$ cat config.mk
export PLATFORM = sky130hd
export DESIGN_NAME = pid_sat16
export DESIGN_NICKNAME = d
export VERILOG_FILES = /design/src/rtl/pid_pkg.sv /design/src/rtl/pid_sat16.sv
export SDC_FILE = /design/constraint.sdc
export NUM_CORES = 1
export LEC_CHECK = 0
export ABC_AREA = 1
export CAP_MARGIN = 20
export CORE_AREA = 2 2 39 41
export DETAILED_ROUTE_END_ITERATION = 6
export DIE_AREA = 0 0 41 43
export MAX_ROUTING_LAYER = met4
export PLACE_DENSITY = 0.58
export SLEW_MARGIN = 15
export SYNTH_ARGS = -nofsm -noshare
export SYNTH_HDL_FRONTEND = slang
export SYNTH_SLANG_ARGS = --single-unit
$ cat constraint.sdc
create_clock -name vclk -period 1.9
set_clock_uncertainty 0.05 [all_clocks]
set_input_delay 0.38 -clock vclk [all_inputs]
set_output_delay 0.38 -clock vclk [all_outputs]
set_load 0.01 [all_outputs]
$ cat src/rtl/pid_pkg.sv
// Shared definitions for the PID controller and its plant model:
// FSM state encoding, data width and measurement saturation bounds.
package pid_pkg;
  localparam int DATA_W  = 16;
  localparam int SAT_MIN = 0;
  localparam int SAT_MAX = 65535;

  typedef enum logic [2:0] {
    IDLE   = 3'd0,
    COUNT  = 3'd1,
    START  = 3'd2,
    WAIT   = 3'd3,
    UPDATE = 3'd4
  } pid_state_e;
endpackage

$ cat src/rtl/pid_sat16.sv
// Clamp an 18-bit signed intermediate into the 16-bit unsigned data range.
module pid_sat16
  import pid_pkg::*;
(
  input  logic signed [17:0]       din_i,
  output logic        [DATA_W-1:0] dout_o
);
  localparam logic signed [17:0] LO = 18'(SAT_MIN);
  localparam logic signed [17:0] HI = 18'(SAT_MAX);

  always_comb begin
    dout_o = din_i[DATA_W-1:0];
    if (din_i < LO)      dout_o = DATA_W'(SAT_MIN);
    else if (din_i > HI) dout_o = DATA_W'(SAT_MAX);
  end
endmodule

==> metrics.txt, run 1 <==
port bufs=34; post-route setup TNS=0 ns; final hold slack=1.34 ns; largest net degree at the start of global routing=17; area delta synth->final=167%; final WL=653 um; FMAX=541 MHz; HP Start=din_i[15]; clock share of power=0%; number of synthesis warnings=0; setup bufs post-CTS=0; cell repeated most along the worst path=nor2_1; Post-Syn Area per Cell=5.00 um2; area of the core=0.00138 mm2; Synthesized Nets=54; cell count after synthesis=36; die height=43 um; Final nets=89; DIE AREA=0.00176 mm2; Psw=44.1 uW; routed vias/inst=3.86; max_cap viols=0; Seq cells=0; Post-Layout Cell Count=85; RSZ-0062 raised after global routing=no; Yosys cell types=5; WP depth=5; WP buf/inv=3; gpl congestion=0.607; GRT Util Overall=7.78%; DRT antenna net count=0; setup violators final=0; Initial Util=13.0%; placed insts=85; Pwr per Cell Area=231 mW/mm2; Post-route DRC=0; start-to-end type of the worst setup path=in2out; Post-CTS Hold Buffers=0; FF+latch area=0 um2; sequential area share after synthesis=0%; initial antenna violation count=0; routed length per instance=7.68 um; status=finished clean; Ports=34; Flop pwr share=0%; critical path's largest stage delay=0.50 ns; crit path time final=1.85 ns; critical path startpoint category=input pin; CP max stage cell=clkdlybuf4s50_1; global-route wire length before repair=1010 um; Critical path origin=din_i[16]; Worst path top cell family by delay=buffers and inverters; Hold/Removal Path Class=in2out; dpl hpwl=556 um; Slew Limit Fails=0; Slew Limit Headroom=91.9%; # diodes=0; via count=328; critical path peak fanout=16; Cell Chain, Critical Path=clkdlybuf4s50_1, buf_12, nor2_1, nor2_1, clkdlybuf4s15_1; crit path capture=dout_o[1]; hold violation total from the final report=0; drt pass-1 iters=3; P_leak=0.223 nW; Post-Syn Area=180 um2; Critical Path RT=1.47 ns; vias in the first global route=258; Rows=14; remaining global-route overflow=0; Crit path arrival time=1.42 ns; Pint=66.9 uW; Worst IR Drop VDD=0.0000770 V; clock buffers=0; Setup crit end kind=output port; initial DRC count=1; switch share=39.7%; combinational share of power=100.0%; Tcrit/Tclk final=97.3%; Die Width=41 um; layout cell share with drive strength beyond 1=24.6%; worst-margin pin slew=0.123 ns
[worst min-delay path by stage]
| stage | depth (start not counted) | end |
|---|---|---|
| floorplan | 2 | dout_o[13] |
| global placement | 4 | dout_o[15] |
| detailed placement | 4 | dout_o[15] |
| CTS | 4 | dout_o[4] |
| global route | 4 | dout_o[8] |
| finish | 4 | dout_o[15] |
[cells by family after synthesis]
logic type	Yosys count	share of synthesized area [%]
AND/OR/NAND/NOR	32	73.6
buffers and inverters	4	26.4
[layer usage]
metal	wire (um)	global-route usage, %
met5	0	-
met4	0	0
met2	262	10.9
met3	118	3.14
met1	272	11.1
[placed cells by master, fill, tap and decap left out]
| master | instances |
|---|---|
| buf_4 | 2 |
| nor2_1 | 27 |
| buf_12 | 1 |
| clkbuf_2 | 9 |
| dlygate4sd2_1 | 2 |
| nor2_2 | 5 |
| clkdlybuf4s50_1 | 18 |
| clkdlybuf4s15_1 | 5 |
[tightest hold or removal path: cells and delay by family]
kind	cells	cell delay, ns
buffers and inverters	2	0.51
AND/OR/NAND/NOR	2	0.12
[final cells by class]
type | instances | area, um2
well taps | 16 | 20.0
repair buffers | 37 | 328
multi-input cells | 32 | 133
fillers | 162 | 903
[through the flow]
stage                     area [um2]  power [mW]  util, %  setup WS, ns
after global placement           528       0.130     38.2        -0.252
final                            480       0.111     34.7        0.0510
after CTS                        508       0.114     36.7       0.00583
after detailed placement         528       0.130     38.2        -0.268
after global routing             480       0.122     34.7       0.00334
after floorplan                  180      0.0485        -         0.641
[power groups by stage]
| stage | clock, mW | sequential (mW) | combinational, mW |
|---|---|---|---|
| after floorplan | 0 | 0 | 0.0485 |
| after global placement | 0 | 0 | 0.130 |
| after detailed placement | 0 | 0 | 0.130 |
| after CTS | 0 | 0 | 0.114 |
| after global routing | 0 | 0 | 0.122 |
| final | 0 | 0 | 0.111 |
[cells in the mapped netlist]
cell type / number / share of area [%]
buf_6: 2 / 12
clkbuf_2: 1 / 2.8
nor2_2: 5 / 17
buf_12: 1 / 11
nor2_1: 27 / 56
[what timing repair did]
item / in CTS / in global routing
resized for setup: 16 / 23
pin swaps: 0 / 0
endpoints found under the hold margin: 0 / 0
setup endpoints to repair: 16 / 14
No activity file was read; power rests on OpenSTA's default activity.
==> run 2, diff against run 1 <==
--- a/config.mk
+++ b/config.mk
@@ -10,6 +10,7 @@
 export CORE_AREA = 2 2 39 41
 export DETAILED_ROUTE_END_ITERATION = 6
 export DIE_AREA = 0 0 41 43
+export GPL_TIMING_DRIVEN = 0
 export MAX_ROUTING_LAYER = met4
 export PLACE_DENSITY = 0.58
 export SLEW_MARGIN = 15
==> run 2 against run 1 <==
Critical path depth is 1 lower; sequential cell count unchanged; die area did not move; first-iteration DRC count is 100% lower; largest power group unchanged.
==> metrics.txt, run 2 (synthesis results as in run 1) <==
Slew Limit Headroom=90.9%; filler instances=158; initial antenna violation count=0; final WL=598 um; Post-route DRC=0; clock buffers=0; placed insts=84; area of the multi-input gates=133 um2; setup violators final=0; dpl hpwl=527 um; most frequent cells in the layout=27 x nor2_1, 16 x clkdlybuf4s50_1, 16 x dlygate4sd2_1; Hold Path Cell Cnt=4; critical path startpoint category=input pin; Final Power=110 uW; area delta synth->final=178%; drt pass-1 iters=1; start-to-end type of the worst setup path=in2out; vias in the first global route=284; status=finished clean; worst-margin pin slew=0.136 ns; Tcrit/Tclk final=87.0%; most common cell after layout, fill and taps aside=nor2_1; max_cap viols=0; area of the core=0.00138 mm2; Ports=34; Setup crit end kind=output port; GRT Util Overall=7.78%; Worst IR Drop VDD=0.0000968 V; Setup WS post-layout=0.247 ns; Final nets=88; Rows=14; critical path's largest stage delay=0.45 ns; largest net degree at the start of global routing=11; DRT antenna net count=0; P_leak=0.245 nW; Initial Util=13.0%; hold violation total from the final report=0; remaining global-route overflow=0; gpl congestion=0.580; layout cell share with drive strength beyond 1=13.2%; setup bufs post-CTS=0; critical path peak fanout=1; global-route wire length before repair=1040 um; via count=306; crit path time final=1.65 ns; Die Width=41 um; FMAX=605 MHz; Seq cells=0; RSZ-0062 raised after global routing=no; die height=43 um; initial DRC count=0; cell repeated most along the worst path=nor2_1; Pwr per Cell Area=221 mW/mm2; Worst path top cell family by delay=buffers and inverters; Crit path arrival time=1.22 ns; Critical Path RT=1.47 ns; Cell Area, Placed=520 um2; DIE AREA=0.00176 mm2; Final Cell Area=500 um2; Post-CTS Hold Buffers=0; pre-CTS WS=-0.0306 ns; Util after Layout=36.2%; routed length per instance=7.12 um; routed vias/inst=3.64; WP depth=4; Hold/Removal Path Class=in2out; # diodes=0; Post-Layout Cell Count=84; FF+latch area=0 um2; CP max stage cell=clkdlybuf4s50_1; port bufs=32; Slew Limit Fails=0; WP buf/inv=2; Cell Chain, Critical Path=clkdlybuf4s50_1, nor2_1, nor2_1, dlygate4sd2_1
run 2: routing by layer:
| layer | track usage (%) | share of wire (%) | up-vias |
|---|---|---|---|
| li1 | - | - | 168 |
| met3 | 0.524 | 14 | 0 |
| met5 | - | 0 | - |
| met4 | 0 | 0 | 0 |
| met2 | 12.8 | 42 | 25 |
| met1 | 10.8 | 44 | 113 |
run 2: stage by stage:
step	hold WS [ns]	TNS, ns
floorplan	0.829	0
global placement	1.41	-0.289
detailed placement	1.39	-0.327
CTS	1.20	0
global route	1.23	0
finish	1.19	0
run 2: where the power goes:
part / switching, mW / internal, mW
Sequential: 0 / 0
Clock: 0 / 0
Combinational: 0.0430 / 0.0674
run 2: worst paths after layout:
kind | endpoint | startpoint
hold / removal | dout_o[2] | din_i[16]
setup / recovery | dout_o[0] | din_i[0]
run 2: what timing repair did:
action / CTS / global route
gates resized for setup: 16 / 0
setup endpoints to repair: 16 / 0
endpoints found under the hold margin: 0 / 0
run 2: final cells by class:
class              instances  area share (%)
well taps                 16            4.00
repair buffers            32            60.0
plain buffers              4            9.50
multi-input cells         32            26.5
==> run 3, diff against run 2 <==
--- a/config.mk
+++ b/config.mk
@@ -10,6 +10,7 @@
 export CORE_AREA = 2 2 39 41
 export DETAILED_ROUTE_END_ITERATION = 6
 export DIE_AREA = 0 0 41 43
+export GPL_ROUTABILITY_DRIVEN = 0
 export GPL_TIMING_DRIVEN = 0
 export MAX_ROUTING_LAYER = met4
 export PLACE_DENSITY = 0.58
==> results of run 3 <==
Final layout, timing and power as in run 2 (identical DEF).
